--- src/rtl/uart_rx_param_pkg.sv ---
// uart_rx_param_pkg: shared UART constants, receiver state encoding and baud divider computation
package uart_rx_param_pkg;
  localparam int PARITY_NONE = 0;
  localparam int PARITY_ODD  = 1;
  localparam int PARITY_EVEN = 2;
  typedef enum logic [2:0] {IDLE, START, DATA, PAR, STOP, BRK} rx_state_t;
  // Rounded clk_freq / (baud_rate * oversample): 50 MHz, 115200 x16 -> 27
  function automatic int baud_div(input int clk_freq, input int baud_rate, input int oversample);
    return (clk_freq + baud_rate * oversample / 2) / (baud_rate * oversample);
  endfunction
endpackage

--- src/rtl/uart_baud_tick.sv ---
// uart_baud_tick: oversampling tick generator shared by the UART RX and TX
//   clk_50m in  system clock
//   rst     in  asynchronous reset, active-high
//   clr     in  holds the divider at 0; first tick comes DIV cycles after clr drops
//   tick    out one-cycle pulse every DIV cycles
module uart_baud_tick
  import uart_rx_param_pkg::*;
#(
  parameter int CLK_FREQ   = 50000000,
  parameter int BAUD_RATE  = 115200,
  parameter int OVERSAMPLE = 16
) (
  input  logic clk_50m,
  input  logic rst,
  input  logic clr,
  output logic tick
);
  localparam int DIV = baud_div(CLK_FREQ, BAUD_RATE, OVERSAMPLE);
  localparam int CW = DIV > 1 ? $clog2(DIV) : 1;
  localparam logic [CW-1:0] LAST = CW'(DIV - 1);
  logic [CW-1:0] cnt;
  always_ff @(posedge clk_50m or posedge rst)
    if (rst) cnt <= '0;
    else cnt <= (clr || cnt == LAST) ? '0 : cnt + 1'b1;
  assign tick = !clr && cnt == LAST;
endmodule

--- src/rtl/uart_rx_param.sv ---
// uart_rx_param: parametrised oversampling UART receiver with majority vote and valid/ready output
//   clk_50m in  system clock          rst  in  asynchronous reset, active-high
//   rx      in  serial line, idle 1   ready in consumer accepts on valid&ready
//   data    out payload               valid out payload held until accepted
//   frame_err/parity_err out flags qualified by valid
//   overrun out sticky, frame dropped while valid; cleared by handshake
//   busy    out receiver not idle
module uart_rx_param
  import uart_rx_param_pkg::*;
#(
  parameter int CLK_FREQ   = 50000000,
  parameter int BAUD_RATE  = 115200,
  parameter int OVERSAMPLE = 16,
  parameter int DATA_BITS  = 8,
  parameter int PARITY     = 0,
  parameter int STOP_BITS  = 1
) (
  input  logic                 clk_50m,
  input  logic                 rst,
  input  logic                 rx,
  output logic [DATA_BITS-1:0] data,
  output logic                 valid,
  input  logic                 ready,
  output logic                 frame_err,
  output logic                 parity_err,
  output logic                 overrun,
  output logic                 busy
);
  localparam int SW = $clog2(OVERSAMPLE);
  localparam int BW = $clog2(DATA_BITS + 1);
  localparam logic [SW-1:0] S_A   = SW'(OVERSAMPLE / 2 - 1);
  localparam logic [SW-1:0] S_B   = SW'(OVERSAMPLE / 2);
  localparam logic [SW-1:0] S_DEC = SW'(OVERSAMPLE / 2 + 1);
  localparam logic [SW-1:0] S_END = SW'(OVERSAMPLE - 1);
  localparam logic [BW-1:0] NBITS = BW'(DATA_BITS);
  localparam logic          LAST_STOP = 1'(STOP_BITS - 1);
  logic [1:0]           rx_sync;
  rx_state_t            state;
  logic [SW-1:0]        s;
  logic [BW-1:0]        bcnt;
  logic [DATA_BITS-1:0] shreg;
  logic                 m0, m1, pbit, ferr, stop_n, tick;
  logic                 rxs, maj, dec, last, stop_bad, perr, deliver, clr;
  assign rxs      = rx_sync[1];
  assign maj      = (m0 & m1) | (m0 & rxs) | (m1 & rxs);
  assign dec      = tick && s == S_DEC;
  assign last     = tick && s == S_END;
  assign stop_bad = ferr | ~maj;
  assign perr     = (PARITY != PARITY_NONE) && ((^{shreg, pbit}) ^ (PARITY == PARITY_ODD));
  assign deliver  = state == STOP && dec && stop_n == LAST_STOP;
  assign clr      = state == IDLE;
  assign busy     = state != IDLE;
  uart_baud_tick #(
    .CLK_FREQ  (CLK_FREQ),
    .BAUD_RATE (BAUD_RATE),
    .OVERSAMPLE(OVERSAMPLE)
  ) u_tick (
    .clk_50m(clk_50m),
    .rst    (rst),
    .clr    (clr),
    .tick   (tick)
  );
  always_ff @(posedge clk_50m or posedge rst)
    if (rst) begin
      rx_sync    <= 2'b11;
      state      <= IDLE;
      s          <= '0;
      bcnt       <= '0;
      shreg      <= '0;
      m0         <= 1'b1;
      m1         <= 1'b1;
      pbit       <= 1'b0;
      ferr       <= 1'b0;
      stop_n     <= 1'b0;
      data       <= '0;
      valid      <= 1'b0;
      frame_err  <= 1'b0;
      parity_err <= 1'b0;
      overrun    <= 1'b0;
    end else begin
      rx_sync <= {rx_sync[0], rx};
      if (tick) begin
        s <= last ? '0 : s + 1'b1;
        if (s == S_A) m0 <= rxs;
        if (s == S_B) m1 <= rxs;
      end
      case (state)
        IDLE: if (!rxs) begin
          state  <= START;
          s      <= '0;
          bcnt   <= '0;
          ferr   <= 1'b0;
          stop_n <= 1'b0;
        end
        START: if (dec && maj) state <= IDLE;
          else if (last) state <= DATA;
        DATA: begin
          if (dec) begin
            shreg <= {maj, shreg[DATA_BITS-1:1]};
            bcnt  <= bcnt + 1'b1;
          end
          if (last && bcnt == NBITS) state <= PARITY != PARITY_NONE ? PAR : STOP;
        end
        PAR: begin
          if (dec) pbit <= maj;
          if (last) state <= STOP;
        end
        STOP: if (dec) begin
          ferr   <= stop_bad;
          stop_n <= stop_n + 1'b1;
          // Leave at the last decision, not the period end, so a back-to-back start edge is not missed
          if (stop_n == LAST_STOP) state <= stop_bad ? BRK : IDLE;
        end
        BRK: if (rxs) state <= IDLE;
        default: state <= IDLE;
      endcase
      if (valid && ready) begin
        valid   <= 1'b0;
        overrun <= 1'b0;
      end
      if (deliver) begin
        if (!valid || ready) begin
          data       <= shreg;
          frame_err  <= stop_bad;
          parity_err <= perr;
          valid      <= 1'b1;
        end else overrun <= 1'b1;
      end
    end
endmodule
--- config.mk ---
export PLATFORM = sky130hd
export DESIGN_NAME = uart_rx_param
export DESIGN_NICKNAME = d
export VERILOG_FILES = /design/src/rtl/uart_rx_param_pkg.sv /design/src/rtl/uart_baud_tick.sv /design/src/rtl/uart_rx_param.sv
export SDC_FILE = /design/constraint.sdc
export NUM_CORES = 1
export LEC_CHECK = 0
export CELL_PAD_IN_SITES_DETAIL_PLACEMENT = 2
export CELL_PAD_IN_SITES_GLOBAL_PLACEMENT = 2
export CORE_AREA = 5 5 83 85
export DETAILED_ROUTE_END_ITERATION = 8
export DIE_AREA = 0 0 88 90
export HOLD_SLACK_MARGIN = 0.02
export PLACE_DENSITY_LB_ADDON = 0.1
export SETUP_SLACK_MARGIN = 0.15
export SYNTH_ARGS = -nofsm -noshare
export SYNTH_HDL_FRONTEND = slang
export SYNTH_SLANG_ARGS = --single-unit
--- constraint.sdc ---
create_clock -name clk_50m -period 1.97 [get_ports clk_50m]
set_input_delay 0.4925 -clock clk_50m [delete_from_list [all_inputs] [get_ports clk_50m]]
set_output_delay 0.4925 -clock clk_50m [all_outputs]
set_load 0.02 [all_outputs]
==> results of run 1 <==
## area by class of cell
cell class / instances / area (um2) / area share [%]
sequential: 41 / 1030 / 39.0
inverter: 10 / 37.5 / 1.42
tap: 77 / 96.3 / 3.64
clock inverter: 1 / 7.51 / 0.284
timing repair buffer: 44 / 447 / 16.9
multi-input combinational: 113 / 941 / 35.6
clock buffer: 7 / 86.3 / 3.26
## kinds of logic after synthesis
kind of cell               synth area share, %
xor gates and xnor gates                  1.78
adders and majority gates                 4.96
DFF                                       52.4
muxes                                     11.3
buffers and inverters                     4.58
other                                    0.191
and+or+nand+nor                           14.6
AOI/OAI and AO/OA                         10.2
## worst min path at each step
stage	start	to	slack, ps	cells after the start
floorplan	rx_sync[0]$_DFF_PP1_	rx_sync[1]$_DFF_PP1_	350	0
global placement	rx_sync[0]$_DFF_PP1_	rx_sync[1]$_DFF_PP1_	350	0
detailed placement	rx_sync[0]$_DFF_PP1_	rx_sync[1]$_DFF_PP1_	350	0
CTS	rx_sync[0]$_DFF_PP1_	rx_sync[1]$_DFF_PP1_	360	0
global route	rx_sync[0]$_DFF_PP1_	rx_sync[1]$_DFF_PP1_	370	0
finish	rx_sync[0]$_DFF_PP1_	rx_sync[1]$_DFF_PP1_	360	0
## worst register-to-register path, cell delays in order (launching register included)
cell	delay, ps
dfrtp_1	400
inv_2	90
ha_1	160
and4bb_2	280
nand3_4	90
nor3_4	130
buf_6	150
buf_12	120
mux2_4	300
## repair_timing
item,4_1_cts,5_1_grt
gates cloned,1,0
pin swaps,2,6
endpoints found under the setup margin,12,35
resized for setup,17,21
hold buffers,0,0
setup buffers,6,5
## state kept, by name (all words and copies together), names as in the netlist, 2 cells and up
| signal | count |
|---|---|
| bcnt | 4 |
| data | 8 |
| rx_sync | 2 |
| s | 4 |
| shreg | 8 |
| state | 3 |
| u_tick.cnt | 5 |
## cells in the mapped netlist, drive strengths merged, types with 3 or more instances
cell type and instances:
nand2b 5, nor2 11, o31ai 4, a31oi 3, inv 10, xor2 3
ha 7, nand2 7, dfrtp 37, nand3 10, nor2b 4, o211ai 4
dfstp 4, a21oi 8, mux2 18, buf 7, o21ai 3
## routing by layer
layer / vias to the layer above / wire length, um / part of all wire [%] / track usage (%)
met1: 773 / 2420 / 44 / 19.3
met3: 0 / 163 / 3.0 / 3.20
li1: 689 / - / - / -
met4: 0 / 0 / 0 / 3.07
met2: 22 / 2880 / 53 / 24.2
met5: - / 0 / 0 / 0
## where the power goes
group          switching (mW)  leakage (nW)  internal (mW)
combinational          0.0254         0.739         0.0135
sequential            0.00384         0.527          0.846
clock                   0.309        0.0445          0.285
total                   0.339          1.31           1.15
## metrics by stage
step / utilization (%) / power, mW / std cells / area, um2
2_1_floorplan: - / 0.885 / 172 / 2000
3_5_place_dp: 38.1 / 0.907 / 273 / 2340
5_1_grt: 43.2 / 1.56 / 293 / 2650
4_1_cts: 41.5 / 1.51 / 288 / 2550
3_3_place_gp: 38.1 / 0.906 / 273 / 2340
6_report: 43.2 / 1.48 / 293 / 2650
==> impl_metrics.py, run 1 <==
metrics = {
    "floorplan": {
        "die_w_um": 88,
        "dieArea_um2": 7920,
        "coreArea_um2": 6130,
        "die_y_um": 90,
        "io-pin-count": 17,
        "start_util_pct": 32.1,
        "core.rowCount": 29,
    },
    "placed_design": {
        "dp_slack_ps": 32.7,
        "hpwl_um": 3750,
        "gp_congestion": 0.749,
        "portBuffers": 15,
    },
    "setup_path": {
        "path_delay_family": "simple AND/OR/NAND/NOR gates",
        "path_cells": "inv_2 > ha_1 > and4bb_2 > nand3_4 > nor3_4 > buf_6 > buf_12 > mux2_4",
        "worst-path-max-fanout": 5,
        "start_kind": "flop",
        "rr_startpoint": "s[1]$_DFF_PP0_",
        "slowest_delay_ps": 400,
        "required_ps": 2150,
        "critPathCaptureType": "flop",
        "rrSetupSlack_ps": 140,
        "cp.arrival_ps": 2010,
        "r2r_cells": 8,
        "crit_type": "flop to flop",
        "crit_cells": 8,
        "crit_path_top_delay_cell": "dfrtp_1",
        "startpoint": "s[1]$_DFF_PP0_",
        "r2r_end": "data[4]$_DFFE_PP0P_",
        "critical_path_buf_inv_count": 3,
        "timing.critical_path.to": "data[4]$_DFFE_PP0P_",
    },
    "timing": {
        "setup_ws_ps": 137,
        "rsz0062_at_grt": "true",
        "finalClockSkew_ps": 3.89,
        "setup_violations": 0,
        "fin_crit_ps": 1830,
        "max_freq_mhz": 545,
        "slew_violations": 0,
        "hold_viol": 0,
        "fin_crit_sh_pct": 93.1,
        "hold_ws_ps": 362,
        "fin_setup_tns_ps": 0,
    },
    "synth": {
        "yosysTopAreaCell": "dfrtp_1",
        "syn_nets": 183,
        "ys.flop_type": "dfrtp_1",
        "yosysWarnings": 0,
        "ys_seq_elements": 41,
        "syn_inst": 172,
        "synth_area_um2": 1970,
        "async_flop_share_pct": 100,
        "synth_edf_count": 0,
        "syn_avg_cell_area_um2": 11.4,
        "ys_types": 42,
        "synth_top_area_share_pct": 47.0,
        "synth_seq_area_share_pct": 52.4,
        "synthTopCellsByArea": "dfrtp_1 47%, mux2_2 10%, dfstp_2 5.3%, ha_1 4.5%, nand3_1 2.5%",
    },
    "grt": {
        "track_usage_pct": 14.6,
        "grt-ovfl-total": 0,
        "antenna_found_initial": 0,
        "grt_first_pass_wirelength_um": 9050,
        "grt_max_degree": 42,
        "grt_pass1_vias": 1707,
    },
    "detailed_routing": {
        "dr.pass1.iters": 4,
        "wire_per_inst_um": 18.6,
        "ant_nets": 0,
        "drc": 0,
        "routed_via_density": 5.06,
        "vias": 1484,
        "drt-total-wl_um": 5460,
        "drt_iter0_markers": 34,
    },
    "min_path": {
        "min_path_type": "flop to flop",
    },
    "final_layout": {
        "mostFrequentLayoutCells": "37 x dfrtp_1, 21 x buf_4, 11 x nor2_1, 9 x mux2_2, 9 x mux2_4",
        "drive_above_1_share_pct": 33.3,
        "layout_commonest_cell": "dfrtp_1",
        "area_delta_synth_final_pct": 34.5,
        "fill_cells": 644,
        "nets": 226,
        "antenna_cells": 0,
    },
    "status": {
        "status": "finished, final reports clean",
    },
    "cts": {
        "clock-root-buffer": "clkbuf_8",
        "clkSlewWorstSetupHoldPaths_ps": 90,
        "htree_levels": 2,
        "cts_tree": "built",
        "cts-buffers-inserted": 5,
        "clock_latency_ps": 290,
        "clock_sinks": 41,
        "clockBufferDepth": 2,
    },
    "power": {
        "leakagePower_nw": 1.31,
        "ir_drop_v": 0.000266,
        "power_density_nw_per_um2": 561,
    },
    "job": {
        "drv_cap": 0,
    },
}
Note: power is estimated with default switching activity, not from simulation.
==> run 2, diff against run 1 <==
- CORE_AREA: 5 5 83 85 -> 5 5 80 82
- CTS_BUF_LIST: not set -> sky130_fd_sc_hd__clkbuf_8
- DIE_AREA: 0 0 88 90 -> 0 0 85 87
==> impl_metrics.py, run 2 (synthesis results as in run 1) <==
metrics = {
    "status": {
        "status": "finished, final reports clean",
    },
    "final_layout": {
        "mostFrequentLayoutCells": "37 x dfrtp_1, 17 x mux2_2, 16 x buf_4, 11 x nor2_1, 11 x clkdlybuf4s50_1",
        "reg_top3": "data (8), shreg (8), u_tick.cnt (5)",
        "layout.cells.non_filler": 281,
        "fin_area_um2": 2480,
        "nets": 216,
        "layout_commonest_cell": "dfrtp_1",
        "area_delta_synth_final_pct": 25.9,
        "drive_above_1_share_pct": 29.1,
        "utilization_pct": 43.7,
        "antenna_cells": 0,
    },
    "placed_design": {
        "gp_congestion": 0.768,
        "hpwl_um": 3720,
        "placed_cells": 268,
        "place_area_um2": 2320,
        "portBuffers": 15,
    },
    "detailed_routing": {
        "vias": 1451,
        "drc": 0,
        "drt-total-wl_um": 5060,
        "dr.pass1.iters": 4,
        "ant_nets": 0,
        "wire_per_inst_um": 18.0,
        "drt_iter0_markers": 23,
        "routed_via_density": 5.16,
    },
    "setup_path": {
        "critPathCaptureType": "flop",
        "required_ps": 2140,
        "crit_type": "flop to flop",
        "cp.arrival_ps": 2040,
        "worst-path-max-fanout": 9,
        "start_kind": "flop",
    },
    "cts": {
        "cts-buffers-inserted": 5,
        "clock_sinks": 41,
        "cts_tree": "built",
        "clock_latency_ps": 290,
        "cts_hold_buf": 0,
        "htree_levels": 2,
        "clock-root-buffer": "clkbuf_8",
        "clockBufferDepth": 2,
        "clkSlewWorstSetupHoldPaths_ps": 90,
    },
    "timing": {
        "fin_crit_ps": 1870,
        "rsz0062_at_grt": "true",
        "hold_viol": 0,
        "setup_violations": 0,
        "fin_crit_sh_pct": 94.9,
        "fin_setup_tns_ps": 0,
        "slew_violations": 0,
        "finalClockSkew_ps": 13.0,
        "max_freq_mhz": 535,
    },
    "floorplan": {
        "die_y_um": 87,
        "start_util_pct": 34.7,
        "dieArea_um2": 7400,
        "coreArea_um2": 5680,
        "core.rowCount": 28,
        "die_w_um": 85,
        "io-pin-count": 17,
    },
    "grt": {
        "grt-ovfl-total": 0,
        "grt_first_pass_wirelength_um": 8550,
        "track_usage_pct": 14.7,
        "grt_pass1_vias": 1781,
        "antenna_found_initial": 0,
        "grt_max_degree": 42,
    },
    "power": {
        "leakagePower_nw": 1.15,
        "power_density_nw_per_um2": 596,
        "ir_drop_v": 0.000403,
    },
    "job": {
        "drv_cap": 0,
    },
    "min_path": {
        "min_path_type": "flop to flop",
    },
}
==> run 2: cell count changes in the layout (fill, tap and decap cells not counted), moves of 5 or more <==
cell             change
buf_4                -5
mux2_2               +8
buf_6                -5
dlymetal6s2s_1       -5
clkdlybuf4s50_1      +5
mux2_4               -8
==> run 2: final timing paths <==
check	slack, ps	cells past startpoint	to	start
min in group asynchronous	570	3	bcnt[0]$_DFFE_PP0P_	rst
max in group asynchronous	1130	3	rx_sync[1]$_DFF_PP1_	rst
worst min register to register	360	0	rx_sync[1]$_DFF_PP1_	rx_sync[0]$_DFF_PP1_
worst min-delay path	360	0	rx_sync[1]$_DFF_PP1_	rx_sync[0]$_DFF_PP1_
worst max register to register	100	5	data[6]$_DFFE_PP0P_	state[0]$_DFFE_PP0P_
worst max-delay path	100	5	data[6]$_DFFE_PP0P_	state[0]$_DFFE_PP0P_
==> run 2: per-stage QoR <==
stage / hold WS, ps / power (mW) / worst slack, ps
2_1_floorplan: 345 / 0.885 / 110
3_3_place_gp: 347 / 0.906 / 98.2
3_5_place_dp: 351 / 0.907 / 63.0
4_1_cts: 363 / 1.51 / 70.0
5_1_grt: 367 / 1.55 / 30.2
6_report: 361 / 1.48 / 101
==> run 2: what timing repair did <==
| action | 4_1_cts | 5_1_grt |
|---|---|---|
| pin swaps | 2 | 1 |
| buffers inserted | 2 | 3 |
| endpoints found under the setup margin | 13 | 26 |
| resized for setup | 3 | 11 |
==> run 2: layout make-up <==
class / count / area (um2)
Fill cell: 612 / 3200
Sequential cell: 41 / 1030
Tap cell: 75 / 93.8
Multi-Input combinational cell: 113 / 887
Inverter: 10 / 37.5
Timing Repair Buffer: 34 / 333
Clock inverter: 2 / 13.8
Clock buffer: 6 / 82.6
==> run 2: report_power, final <==
group | switching, mW | leakage [nW] | internal (mW) | total, mW
clock network | 0.304 | 0.0512 | 0.284 | 0.589
logic | 0.0252 | 0.572 | 0.0132 | 0.0384
registers | 0.00359 | 0.527 | 0.846 | 0.850
==> run 2: worst max-delay path, cell delays in order, from the launching register on <==
cell	delay [ps]
dfrtp_1	390
buf_4	160
or3b_1	460
nor3_4	250
buf_12	160
mux2_2	330
==> run 2: routing by layer <==
layer	wire (um)	part of all wire, %	GRT usage [%]	vias up
met5	0	0	0	-
met4	48	0.95	4.46	0
met3	156	3.1	3.31	6
met2	2720	54	27.7	19
met1	2140	42	16.4	755
li1	-	-	-	671
==> run 3, diff against run 2 <==
==> constraint.sdc (replaced) <==
create_clock -name clk_50m -period 1.97 [get_ports clk_50m]
set_input_delay 0.394 -clock clk_50m [delete_from_list [all_inputs] [get_ports clk_50m]]
set_output_delay 0.394 -clock clk_50m [all_outputs]
set_load 0.02 [all_outputs]
==> impl_metrics.py, run 3 (synthesis results as in run 1) <==
metrics = {
    "power": {
        "power_density_nw_per_um2": 643,
        "leakagePower_nw": 1.13,
        "ir_drop_v": 0.000392,
    },
    "setup_path": {
        "path_delay_family": "compound AO/OA/AOI/OAI gates",
        "start_kind": "flop",
        "required_ps": 2210,
        "worst-path-max-fanout": 4,
        "cp.arrival_ps": 2140,
        "crit_path_top_delay_cell": "a2111oi_1",
        "slowest_delay_ps": 580,
        "critical_path_buf_inv_count": 1,
        "crit_type": "flop to flop",
        "critPathCaptureType": "flop",
        "path_cells": "inv_2 > ha_1 > and3b_1 > o211ai_1 > a2111oi_1 > a311o_1",
    },
    "timing": {
        "hold_viol": 0,
        "slew_violations": 0,
        "max-slew-margin-rel_pct": 65.2,
        "setup_violations": 0,
        "hold_ws_ps": 359,
        "fin_setup_tns_ps": 0,
        "max_freq_mhz": 527,
        "fin_crit_ps": 1900,
        "rsz0062_at_grt": "true",
        "finalClockSkew_ps": 11.1,
        "fin_crit_sh_pct": 96.3,
        "worstMarginPinSlew_ps": 521,
    },
    "final_layout": {
        "antenna_cells": 0,
        "layout_commonest_cell": "dfrtp_1",
        "mostFrequentLayoutCells": "37 x dfrtp_1, 17 x mux2_2, 16 x buf_4, 14 x clkdlybuf4s50_1, 11 x nor2_1",
        "drive_above_1_share_pct": 29.8,
        "nets": 218,
        "fill_cells": 618,
        "reg_top3": "data (8), shreg (8), u_tick.cnt (5)",
        "area_delta_synth_final_pct": 27.1,
    },
    "floorplan": {
        "start_util_pct": 34.7,
        "die_y_um": 87,
        "coreArea_um2": 5680,
        "io-pin-count": 17,
        "die_w_um": 85,
        "core.rowCount": 28,
        "dieArea_um2": 7400,
    },
    "grt": {
        "grt-ovfl-total": 0,
        "grt_first_pass_wirelength_um": 8560,
        "grt_pass1_vias": 1692,
        "antenna_found_initial": 0,
        "grt_max_degree": 42,
        "track_usage_pct": 14.8,
    },
    "job": {
        "drv_cap": 0,
    },
    "placed_design": {
        "gp_congestion": 0.787,
        "hpwl_um": 3580,
        "portBuffers": 15,
    },
    "cts": {
        "clock_latency_ps": 300,
        "clock-root-buffer": "clkbuf_8",
        "clkSlewWorstSetupHoldPaths_ps": 90,
        "cts-buffers-inserted": 5,
        "clockBufferDepth": 2,
        "clock_sinks": 41,
        "cts_tree": "built",
        "htree_levels": 2,
    },
    "min_path": {
        "min_path_type": "flop to flop",
    },
    "detailed_routing": {
        "vias": 1462,
        "drt_iter0_markers": 47,
        "routed_via_density": 5.17,
        "wire_per_inst_um": 18.1,
        "dr.pass1.iters": 4,
        "drt-total-wl_um": 5130,
        "ant_nets": 0,
        "drc": 0,
    },
    "status": {
        "status": "finished, final reports clean",
    },
}
-- run 3: per-stage QoR --
stage | std cells | setup slack [ps] | total power [mW] | util, % | area, um2
after floorplan | 172 | 110 | 0.885 | - | 2000
after detailed placement | 269 | 54.7 | 0.907 | 40.9 | 2320
after global routing | 283 | 28.9 | 1.67 | 44.1 | 2500
after global placement | 269 | 91.8 | 0.904 | 40.9 | 2320
after CTS | 279 | 92.3 | 1.64 | 43.3 | 2460
final | 283 | 72.5 | 1.61 | 44.1 | 2500
-- run 3: repair_timing --
action                     in CTS  in global routing
gates cloned                    0                  1
setup endpoints to repair      20                 24
hold buffers                    0                  0
pin swaps                       1                  3
resized for setup               4                  9
buffers inserted                2                  3
-- run 3: report_power, final --
group,switching (mW),internal [mW]
Clock,0.309,0.412
Combinational,0.0255,0.0135
Sequential,0.00286,0.846
-- run 3: layer usage --
| metal | up-vias | wire length (um) | GRT usage, % | part of all wire, % |
|---|---|---|---|---|
| met4 | 0 | 78 | 4.32 | 1.5 |
| met5 | - | 0 | 0 | 0 |
| met3 | 8 | 157 | 3.60 | 3.1 |
| met2 | 23 | 2670 | 26.1 | 52 |
| met1 | 753 | 2230 | 17.9 | 43 |
| li1 | 678 | - | - | - |
-- run 3: path summary, 6_finish.rpt --
path / start / to / slack [ps] / depth (start not counted)
worst max-delay path: s[1]$_DFF_PP0_ / state[2]$_DFFE_PP0P_ / 70 / 6
worst min-delay path: rx_sync[0]$_DFF_PP1_ / rx_sync[1]$_DFF_PP1_ / 360 / 0
worst max register to register: s[1]$_DFF_PP0_ / state[2]$_DFFE_PP0P_ / 70 / 6
worst min register to register: rx_sync[0]$_DFF_PP1_ / rx_sync[1]$_DFF_PP1_ / 360 / 0
max in group asynchronous: rst / rx_sync[0]$_DFF_PP1_ / 1210 / 3
min in group asynchronous: rst / s[3]$_DFF_PP0_ / 490 / 3
-- run 3: worst reg2reg max path, cell delays in order (launching register included) --
cell       delay (ps)
dfrtp_1           420
inv_2             100
ha_1              170
and3b_1           230
o211ai_1          150
a2111oi_1         580
a311o_1           200
-- run 3: cell type report --
type                            count  area [um2]  share of cell area, %
Tap cell                           75        93.8                   3.75
Clock inverter                      2        37.5                   1.50
Timing Repair Buffer               36         333                   13.3
Clock buffer                        6        82.6                   3.30
Inverter                           10        37.5                   1.50
Multi-Input combinational cell    113         887                   35.5
Sequential cell                    41        1030                   41.2
